$ cat src/rtl/vga_timing_pkg.sv
// ---------------------------------------------------------------------------
// vga_timing_pkg
// Shared raster timing constants for the VGA timing generator.
//   - VGA640_*  : 640x480@60 (default timing, 25.175 MHz pixel clock)
//   - SVGA800_* : 800x600@60 preset (40 MHz pixel clock, positive syncs)
//   - max_int   : helper used for elaboration-time width checks
// ---------------------------------------------------------------------------
package vga_timing_pkg;

    // 640x480@60
    localparam int VGA640_H_ACTIVE = 640;
    localparam int VGA640_H_FRONT  = 16;
    localparam int VGA640_H_SYNC   = 96;
    localparam int VGA640_H_BACK   = 48;
    localparam int VGA640_V_ACTIVE = 480;
    localparam int VGA640_V_FRONT  = 10;
    localparam int VGA640_V_SYNC   = 2;
    localparam int VGA640_V_BACK   = 33;
    localparam bit VGA640_HSYNC_POL = 1'b0;
    localparam bit VGA640_VSYNC_POL = 1'b0;
    localparam int VGA640_H_TOTAL  = VGA640_H_ACTIVE + VGA640_H_FRONT
                                   + VGA640_H_SYNC + VGA640_H_BACK;
    localparam int VGA640_V_TOTAL  = VGA640_V_ACTIVE + VGA640_V_FRONT
                                   + VGA640_V_SYNC + VGA640_V_BACK;

    // 800x600@60
    localparam int SVGA800_H_ACTIVE = 800;
    localparam int SVGA800_H_FRONT  = 40;
    localparam int SVGA800_H_SYNC   = 128;
    localparam int SVGA800_H_BACK   = 88;
    localparam int SVGA800_V_ACTIVE = 600;
    localparam int SVGA800_V_FRONT  = 1;
    localparam int SVGA800_V_SYNC   = 4;
    localparam int SVGA800_V_BACK   = 23;
    localparam bit SVGA800_HSYNC_POL = 1'b1;
    localparam bit SVGA800_VSYNC_POL = 1'b1;
    localparam int SVGA800_H_TOTAL  = SVGA800_H_ACTIVE + SVGA800_H_FRONT
                                    + SVGA800_H_SYNC + SVGA800_H_BACK;
    localparam int SVGA800_V_TOTAL  = SVGA800_V_ACTIVE + SVGA800_V_FRONT
                                    + SVGA800_V_SYNC + SVGA800_V_BACK;

    function automatic int max_int(input int a, input int b);
        return (a > b) ? a : b;
    endfunction

endpackage

$ cat src/rtl/vga_axis_counter.sv
// ---------------------------------------------------------------------------
// vga_axis_counter
// One raster axis (horizontal or vertical). Counts 0 .. TOTAL-1 while
// i_step is high and wraps to 0; any value >= TOTAL-1 also wraps, so an
// out-of-range count recovers on the next step.
//
// The decode outputs describe the count that will be loaded at the next
// edge, so the parent can register them alongside o_count and keep its
// flags aligned with the count with zero relative latency.
//
// Ports:
//   i_pixel_clk    pixel clock
//   i_reset        synchronous active-high reset (count -> TOTAL-1)
//   i_step         advance the count this cycle
//   o_count        registered count
//   o_wrap_next    current count is the last one; the next step wraps to 0
//   o_active       next count lies in the active region
//   o_sync_active  next count lies in the sync pulse region
// ---------------------------------------------------------------------------
module vga_axis_counter #(
    parameter int ACTIVE = 640,
    parameter int FRONT  = 16,
    parameter int SYNC   = 96,
    parameter int BACK   = 48,
    parameter int W      = 10
) (
    input  logic         i_pixel_clk,
    input  logic         i_reset,
    input  logic         i_step,
    output logic [W-1:0] o_count,
    output logic         o_wrap_next,
    output logic         o_active,
    output logic         o_sync_active
);

    localparam int TOTAL      = ACTIVE + FRONT + SYNC + BACK;
    localparam int SYNC_START = ACTIVE + FRONT;
    localparam int SYNC_END   = ACTIVE + FRONT + SYNC;
    localparam logic [W-1:0] LAST = W'(TOTAL - 1);

    logic [W-1:0] r_count;
    logic [W-1:0] w_count_next;

    // >= rather than == so a corrupted count still wraps.
    assign o_wrap_next = (r_count >= LAST);

    always_comb begin
        // NOTE: default assignment first so every path drives the signal and no latch is inferred.
        w_count_next = r_count;
        if (i_step) begin
            if (o_wrap_next) begin
                w_count_next = '0;
            end else begin
                w_count_next = r_count + W'(1);
            end
        end
    end

    assign o_active      = (int'(w_count_next) < ACTIVE);
    assign o_sync_active = (int'(w_count_next) >= SYNC_START)
                        && (int'(w_count_next) < SYNC_END);

    always_ff @(posedge i_pixel_clk) begin
        // NOTE: sequential state uses non-blocking assignments so every flop samples pre-edge values.
        if (i_reset) begin
            r_count <= LAST;
        end else begin
            r_count <= w_count_next;
        end
    end

    assign o_count = r_count;

endmodule

$ cat src/rtl/vga_timing_generator.sv
// ---------------------------------------------------------------------------
// vga_timing_generator
// Raster timing for a single pixel-clock domain: horizontal/vertical counts,
// sync pulses, display enable, line/frame start strobes and a frame counter.
// All outputs are registered; decode flags are computed from the next count
// values and registered on the same edge as the counts.
//
// Ports:
//   i_pixel_clk     pixel clock
//   i_reset         synchronous active-high reset, priority over enable
//   i_enable        pixel-clock enable; everything holds while low
//   o_h_count       horizontal position
//   o_v_count       vertical position
//   o_hsync         horizontal sync, active level HSYNC_POL
//   o_vsync         vertical sync, active level VSYNC_POL
//   o_display_on    position is inside the visible area
//   o_line_start    one-cycle strobe when h_count becomes 0
//   o_frame_start   one-cycle strobe when position becomes (0,0)
//   o_frame_count   completed frames, wraps at 2^FC_W
// ---------------------------------------------------------------------------
module vga_timing_generator
    import vga_timing_pkg::*;
#(
    parameter int H_ACTIVE  = VGA640_H_ACTIVE,
    parameter int H_FRONT   = VGA640_H_FRONT,
    parameter int H_SYNC    = VGA640_H_SYNC,
    parameter int H_BACK    = VGA640_H_BACK,
    parameter int V_ACTIVE  = VGA640_V_ACTIVE,
    parameter int V_FRONT   = VGA640_V_FRONT,
    parameter int V_SYNC    = VGA640_V_SYNC,
    parameter int V_BACK    = VGA640_V_BACK,
    parameter bit HSYNC_POL = VGA640_HSYNC_POL,
    parameter bit VSYNC_POL = VGA640_VSYNC_POL,
    parameter int CNT_W     = 10,
    parameter int FC_W      = 8
) (
    input  logic             i_pixel_clk,
    input  logic             i_reset,
    input  logic             i_enable,
    output logic [CNT_W-1:0] o_h_count,
    output logic [CNT_W-1:0] o_v_count,
    output logic             o_hsync,
    output logic             o_vsync,
    output logic             o_display_on,
    output logic             o_line_start,
    output logic             o_frame_start,
    output logic [FC_W-1:0]  o_frame_count
);

    localparam int H_TOTAL = H_ACTIVE + H_FRONT + H_SYNC + H_BACK;
    localparam int V_TOTAL = V_ACTIVE + V_FRONT + V_SYNC + V_BACK;

    if ((1 << CNT_W) < max_int(H_TOTAL, V_TOTAL)) begin : g_cnt_w_check
        $error("vga_timing_generator: CNT_W too small for H_TOTAL/V_TOTAL");
    end

    logic w_h_wrap_next, w_h_active_next, w_h_sync_next;
    logic w_v_wrap_next, w_v_active_next, w_v_sync_next;
    logic w_v_step;
    logic w_frame_wrap;

    logic            r_hsync;
    logic            r_vsync;
    logic            r_display_on;
    logic            r_line_start;
    logic            r_frame_start;
    logic [FC_W-1:0] r_frame_count;
    logic            r_first_wrap;

    // The vertical axis moves only on the cycle the horizontal axis wraps.
    assign w_v_step     = i_enable & w_h_wrap_next;
    assign w_frame_wrap = w_v_step & w_v_wrap_next;

    vga_axis_counter #(
        .ACTIVE (H_ACTIVE),
        .FRONT  (H_FRONT),
        .SYNC   (H_SYNC),
        .BACK   (H_BACK),
        .W      (CNT_W)
    ) u_h_axis (
        .i_pixel_clk   (i_pixel_clk),
        .i_reset       (i_reset),
        .i_step        (i_enable),
        .o_count       (o_h_count),
        .o_wrap_next   (w_h_wrap_next),
        .o_active      (w_h_active_next),
        .o_sync_active (w_h_sync_next)
    );

    vga_axis_counter #(
        .ACTIVE (V_ACTIVE),
        .FRONT  (V_FRONT),
        .SYNC   (V_SYNC),
        .BACK   (V_BACK),
        .W      (CNT_W)
    ) u_v_axis (
        .i_pixel_clk   (i_pixel_clk),
        .i_reset       (i_reset),
        .i_step        (w_v_step),
        .o_count       (o_v_count),
        .o_wrap_next   (w_v_wrap_next),
        .o_active      (w_v_active_next),
        .o_sync_active (w_v_sync_next)
    );

    always_ff @(posedge i_pixel_clk) begin
        if (i_reset) begin
            r_hsync       <= ~HSYNC_POL;
            r_vsync       <= ~VSYNC_POL;
            r_display_on  <= 1'b0;
            r_line_start  <= 1'b0;
            r_frame_start <= 1'b0;
            r_frame_count <= '0;
            r_first_wrap  <= 1'b1;
        end else begin
            // With enable low the next counts equal the current ones, so
            // the decoded flags hold naturally while the strobes drop.
            r_hsync       <= w_h_sync_next ? HSYNC_POL : ~HSYNC_POL;
            r_vsync       <= w_v_sync_next ? VSYNC_POL : ~VSYNC_POL;
            r_display_on  <= w_h_active_next & w_v_active_next;
            r_line_start  <= i_enable & w_h_wrap_next;
            r_frame_start <= w_frame_wrap;
            // The wrap out of the reset position is not a completed frame.
            if (w_frame_wrap) begin
                if (r_first_wrap) begin
                    r_first_wrap <= 1'b0;
                end else begin
                    r_frame_count <= r_frame_count + FC_W'(1);
                end
            end
        end
    end

    assign o_hsync       = r_hsync;
    assign o_vsync       = r_vsync;
    assign o_display_on  = r_display_on;
    assign o_line_start  = r_line_start;
    assign o_frame_start = r_frame_start;
    assign o_frame_count = r_frame_count;

endmodule

$ cat config.mk
export PLATFORM = sky130hd
export DESIGN_NAME = vga_timing_generator
export DESIGN_NICKNAME = d
export VERILOG_FILES = /design/src/rtl/vga_timing_pkg.sv /design/src/rtl/vga_axis_counter.sv /design/src/rtl/vga_timing_generator.sv
export SDC_FILE = /design/constraint.sdc
export NUM_CORES = 1
export LEC_CHECK = 0
export CAP_MARGIN = 40
export CELL_PAD_IN_SITES_DETAIL_PLACEMENT = 1
export CELL_PAD_IN_SITES_GLOBAL_PLACEMENT = 1
export CORE_MARGIN = 1
export CORE_UTILIZATION = 33
export DETAILED_ROUTE_END_ITERATION = 10
export PLACE_DENSITY_LB_ADDON = 0.2
export SYNTH_ARGS = -nofsm -noshare
export SYNTH_HDL_FRONTEND = slang
export SYNTH_SLANG_ARGS = --single-unit
$ cat constraint.sdc
create_clock -name i_pixel_clk -period 2.3 [get_ports i_pixel_clk]
set_clock_uncertainty 0.15 [all_clocks]
set_input_delay 0.345 -clock i_pixel_clk [delete_from_list [all_inputs] [get_ports i_pixel_clk]]
set_output_delay 0.345 -clock i_pixel_clk [all_outputs]
set_load 0.01 [all_outputs]
======== After elaboration in Yosys (flattened, before gate mapping) ========
Cells that the tools add are included.
cells by class
  $add $sub $neg .......................... 3
  magnitude comparators ................... 8
  mux-type cells .......................... 6
  bitwise gates (word level) .............. 4
  reductions and logical operators ........ 3
operators by type and width
  operator                                                            count
  2-to-1 mux 10 bit                                                   4
  greater-or-equal comparator 10 bit, second input constant           3
  adder 10 x 1 -> 10 bit, second input constant                       2
  < comparator 10 bit, second input constant                          2
  < comparator 10 x 9 -> 1 bit, second input constant                 2
  greater-or-equal comparator 10 x 9 -> 1 bit, second input constant  1
  adder 8 x 1 -> 8 bit, second input constant                         1
  bitwise AND 1 bit                                                   3
  logical AND 1 bit                                                   2
  2-to-1 mux 1 bit                                                    2
  AND reduction 2 bit                                                 1
  inverter 1 bit                                                      1
storage, ports and cells
  flip-flop bits (word level) ............. 34
  bits of input ports ..................... 3
  output and inout bits ................... 33
  word-level logic and storage cells ...... 33

======== Logic depth before layout (Yosys ltp) ========
  depth after elaboration ................. 6
  depth in mapped cells ................... 8

======== By module ========
From an unflattened synthesis, not the netlist that was laid out.
second synthesis, totals
  cell total of the unflattened synthesis .. 199
  area total of the unflattened synthesis .. 1,745.4 sq um
modules (own cells, without submodules)
  module                       times used  cells an instance  area each (sq um)  seq. area each (sq um)
  vga_axis_counter (u_v_axis)  1           74                 605.6              200.2
  vga_axis_counter (u_h_axis)  1           69                 598.1              200.2
  vga_timing_generator         1           56                 541.8              280.3

======== Worst setup path after synthesis ========
OpenSTA, ideal clock, no wires.
  path kind ............................... reg-to-reg
  start point ............................. reg u_h_axis.r_count[0] (netlist: u_h_axis.o_count[0])
  end point ............................... reg r_display_on (netlist: o_display_on)
  data arrival time ....................... 2,020 ps
  data required time ...................... 2,019 ps
  setup slack ............................. -1 ps
  cell stages (with the launch flop) ...... 8
  buffers on the path ..................... 0
  clock period less this slack ............ 2,301 ps
  cells stage by stage .................... dfxtp_1 > ha_1 > nand4_2 > a211oi_4 > nand4_2 > or3_1 > a31oi_1 > a311oi_1
between the ends
  cells in the longest elaborated chain, start to end .. 5
RTL lines
  what                                                                                 RTL line                                            source
  from (decl)                                                                          vga_axis_counter.sv:41                              logic [W-1:0] r_count;
  from (signal assigned)                                                               vga_axis_counter.sv:68                              r_count <= w_count_next;
  adder 10 x 1 -> 10 bit / greater-or-equal comparator 10 bit (equally long branches)  vga_axis_counter.sv:54, vga_axis_counter.sv:45
  2-to-1 mux 10 bit / bitwise AND 1 bit (equally long branches)                        vga_axis_counter.sv:51, vga_timing_generator.sv:71
  2-to-1 mux 10 bit                                                                    vga_axis_counter.sv:50                              if (i_step) begin
  < comparator 10 bit / < comparator 10 x 9 -> 1 bit (equally long branches)           vga_axis_counter.sv:59                              assign o_active = (int'(w_count_next) < ACTIVE);
  bitwise AND 1 bit *                                                                  vga_timing_generator.sv:120                         r_display_on <= w_h_active_next & w_v_active_next;
  to (signal assigned)                                                                 vga_timing_generator.sv:120
  to (decl)                                                                            vga_timing_generator.sv:64                          logic r_display_on;
Mark *: on every way between the ends. The rest lies on a longest branch, timed or not.
A chain may end at the register's enable or synchronous reset.

======== Final worst setup path ========
  start point ............................. reg u_h_axis.r_count[0] (netlist: u_h_axis.o_count[0])
  end point ............................... reg r_vsync (netlist: o_vsync)
between the ends
  cells in the longest elaborated chain, start to end .. 6
RTL lines
  what                                                                                                RTL line                                        source
  greater-or-equal comparator 10 bit *                                                                vga_axis_counter.sv:45                          assign o_wrap_next = (r_count >= LAST);
  bitwise AND 1 bit *                                                                                 vga_timing_generator.sv:71                      assign w_v_step = i_enable & w_h_wrap_next;
  2-to-1 mux 10 bit *                                                                                 vga_axis_counter.sv:50
  greater-or-equal comparator 10 x 9 -> 1 bit / < comparator 10 x 9 -> 1 bit (equally long branches)  vga_axis_counter.sv:60, vga_axis_counter.sv:61
  logical AND 1 bit *                                                                                 vga_axis_counter.sv:61                          && (int'(w_count_next) < SYNC_END);
  2-to-1 mux 1 bit *                                                                                  vga_timing_generator.sv:119                     r_vsync <= w_v_sync_next ? VSYNC_POL : ~VSYNC_POL;
  to (signal assigned)                                                                                vga_timing_generator.sv:109                     r_vsync <= ~VSYNC_POL;
  to (signal assigned)                                                                                vga_timing_generator.sv:119
  to (decl)                                                                                           vga_timing_generator.sv:63                      logic r_vsync;
Marked as above.

==> results by group <==
Die
  – Core box area: 0.00475 sq mm
  – Die area: 0.00529 sq mm
  – Std cell rows: 25
  – Die height: 72.7 microns
  – Die span in x: 72.7 microns
  – I/O pins: 36
  – Initial Utilization: 34.7%

Layout
  – Fraction of layout cells with a size suffix above 1: 18.7%
  – Final nets: 258
  – Antenna cell count: 0
  – Final Non-Filler Cells: 319
  – Area growth syn-to-layout: 48.2%

STA
  – Worst slew margin: 58.2%
  – Final setup viols: 0
  – Final Hold Viols: 0
  – Final WS setup: 0.128 ns
  – Final Cycle Share: 94.5%
  – Fmax: 460 MHz
  – Max Slew Vio Count: 0
  – Minimum clock period: 2.17 ns
  – Worst-Margin Slew: 0.625 ns

Synth
  – Largest family of logic cells by synthesized area: simple AND/OR/NAND/NOR gates
  – Ys flop type: dfxtp_1
  – Post-synthesis sequential area ratio: 41.2%
  – Synth Area in XOR/XNOR: 9.02%
  – Cell Area, Synth: 0.00165 sq mm
  – Compound-cell area share of the yosys netlist: 15.3%
  – Simple-gate share of the synthesized area: 28.0%
  – Synthesized netlist cell count: 187
  – EDFF count, synth: 0
  – Synth Net Count: 194
  – Avg Inst Size Synth: 8.83 sq um
  – Mux cell area share after synthesis: 1.21%
  – Distinct cells, synth: 41
  – Yosys reg bits: 34
  – Number of synthesis warnings: 0
  – Post-Synth Adder-Cell Area: 3.03%
  – Asr flop ratio synth: 0%

Routing
  – Via Count: 1631
  – First-pass DRT Iterations: 4
  – Post-Route WL: 4.84 mm
  – WL/cell: 15.2 microns
  – 1st-iter DRT viols: 51
  – Routed vias/inst: 5.11
  – DRC: 0
  – Routed Antenna Nets: 0

Power and ir drop
  – Leakage: 0.934 nW
  – Logic pwr share: 28.5%
  – VDD IR max: 0.000373 V
  – Net Sw Frac: 29.3%
  – Pwr dens: 789 mW/mm^2
  – Sequential Power Share: 35.9%
  – Clock power share: 35.7%
  – Internal Pwr Total: 1.37 mW
  – P_sw: 0.565 mW

Critical path
  – Start point of the critical path: u_h_axis.o_count[0]
  – R2R depth: 7
  – Crit Path Max Fanout: 4
  – CP max-delay cell: dfxtp_1
  – R2r endpoint: o_vsync
  – Crit path arrival time: 2.18 ns
  – Critical path class: flop to flop
  – Crit end category: flop
  – Worst EP required: 2.31 ns
  – Crit path largest cell delay: 0.39 ns
  – CP endpoint: o_vsync
  – CP startpoint kind: flop
  – R2r setup slk: 0.13 ns
  – Crit path cell chain: ha_4, nand4_4, a211oi_4, nand4_2, or3_1, a31oi_2, nand4_1
  – Reg2reg start: u_h_axis.o_count[0]

Clock network
  – Clk sink count: 34
  – Post-CTS setup buffer count: 0
  – Post-CTS Resized: 0
  – Root Buffer: clkbuf_8
  – CTS Hold Bufs: 0
  – Clock buffer depth: 2
  – CTS H-tree lvls: 2
  – Worst skew pair latency: 0.29 ns
  – Total CTS buffers: 5
  – CTS tree: done
  – Clock-pin slew on the worst setup and hold paths: 0.07 ns

Placement
  – Inst Count DP: 311
  – RD Place Congestion: 0.814
  – Worst slack at placement: -0.130 ns
  – Final HPWL DP: 3.64 mm
  – I/O Buffers: 35

Status
  – Status: complete, no violations

Job
  – Maxcap violations: 0

Global routing
  – Total Routing Usage GR: 20.2%
  – Largest net degree at the start of global routing: 16
  – Initial antenna violation count: 0
  – Global-route wire length before repair: 8.07 mm
  – GRT Residual Overflow: 0
  – Vias in the first global route: 1724

Worst hold path
  – Worst Hold Class: flop to flop
cell usage in the layout (no fill, tap or decap), types with 2 or more instances in the layout:
cell             count
dfxtp_1             34
ha_1                 2
o21ai_0              5
clkbuf_8             6
nand3_1              7
a221o_1              2
a21oi_1              8
nor2b_1              3
xnor2_1              9
buf_4               28
nand2_1             13
bufinv_16            2
nor3_1              13
o21ai_1              3
or3_1                2
nand2b_1             3
xor2_1               8
nor2_1              20
o21bai_1             3
clkdlybuf4s50_1     35
a211o_1              2
and3_1               8
a311oi_1             2
inv_1                3
nand4_1              6
nand4b_1             2
mux2i_1              2
a21o_1               2
cell type report:
class	count	area, sq um
Clock buffer	6	82.6
Clock inverter	2	60.1
Fill cell	562	2310
Inverter	3	11.3
Multi-Input combinational cell	144	968
Sequential cell	34	681
Tap cell	67	83.8
Timing Repair Buffer	63	561
power groups by stage:
| stage | Clock (mW) | Combinational (mW) | Sequential [mW] |
|---|---|---|---|
| 6_report | 0.689 | 0.549 | 0.693 |
| 5_1_grt | 0.726 | 0.595 | 0.701 |
| 4_1_cts | 0.704 | 0.544 | 0.688 |
| 3_5_place_dp | 0 | 0.538 | 0.702 |
| 3_3_place_gp | 0 | 0.518 | 0.697 |
| 2_1_floorplan | 0 | 0.251 | 0.727 |
metal layers:
layer  share of wire [%]  vias up  global-route usage (%)  routed length (microns)
met1                  45      806                    23.7                     2170
met3                 2.5        6                    4.56                      119
met5                   0        -                       0                        0
met2                  51       24                    35.4                     2490
li1                    -      795                       -                        -
met4                 1.3        0                    8.71                       63
cell families (layout without fill, tap and decap cells):
logic type               after synthesis  after routing
AND/OR/NAND/NOR                       86             86
AO/OA/AOI/OAI                         35             35
flip-flops                            34             34
XOR/XNOR                              17             17
buffers and inverters                  9             74
adder cells (fa/ha/maj)                4              4
multiplexers                           2              2
critical path: cells and delay by family (launching register included):
family	cells	cell delay, ns
and+or+nand+nor	4	0.77
DFF	1	0.39
AOI/OAI and AO/OA	2	0.54
adders and majority gates	1	0.18
cell usage after synthesis, drive strengths merged (2+ instances only):
| cell | number | area, sq um |
|---|---|---|
| xor2 | 8 | 70.1 |
| xnor2 | 9 | 78.8 |
| mux2i | 2 | 20.0 |
| a21o | 2 | 15.0 |
| nor2 | 20 | 75.1 |
| a211oi | 2 | 32.5 |
| ha | 4 | 50.1 |
| clkbuf | 3 | 11.3 |
| buf | 3 | 15.0 |
| a211o | 2 | 17.5 |
| o21ai | 8 | 40.0 |
| dfxtp | 34 | 681 |
| a311oi | 2 | 17.5 |
| nand2b | 3 | 18.8 |
| nor3 | 14 | 75.1 |
| o21bai | 3 | 22.5 |
| a221o | 2 | 20.0 |
| nand2 | 13 | 48.8 |
| nand4 | 8 | 62.6 |
| and3 | 9 | 56.3 |
| a21oi | 8 | 40.0 |
| inv | 3 | 11.3 |
| nand3 | 7 | 35.0 |
| nor2b | 3 | 18.8 |
| nand4b | 2 | 17.5 |
| or3 | 2 | 12.5 |
how the worst min path moves through the flow:
stage / start / endpoint / slack (ns) / cells past startpoint
global placement: r_first_wrap / r_first_wrap / 0.33 / 1
global route: r_first_wrap / r_first_wrap / 0.40 / 1
floorplan: i_reset / u_v_axis.o_count[6] / 0.28 / 1
finish: r_first_wrap / r_first_wrap / 0.37 / 1
CTS: r_first_wrap / r_first_wrap / 0.37 / 1
detailed placement: r_first_wrap / r_first_wrap / 0.35 / 1
stage by stage:
stage / instance area [sq um] / TNS, ns / hold WS [ns] / utilization [%] / total power, mW
4_1_cts: 2410 / 0 / 0.369 / 50.7 / 1.94
2_1_floorplan: 1650 / 0 / 0.278 / - / 0.977
6_report: 2450 / 0 / 0.367 / 51.5 / 1.93
3_5_place_dp: 2270 / -0.163 / 0.352 / 47.7 / 1.24
3_3_place_gp: 2270 / -0.0374 / 0.331 / 47.7 / 1.22
5_1_grt: 2450 / -0.0139 / 0.399 / 51.5 / 2.02
registers in the layout (all words and copies together) (netlist names):
register and count:
u_v_axis.o_count 10, o_frame_start 1, o_frame_count 8, o_display_on 1
o_line_start 1, u_h_axis.o_count 10, o_hsync 1, o_vsync 1
r_first_wrap 1
Power figures use the tool's default switching activity.
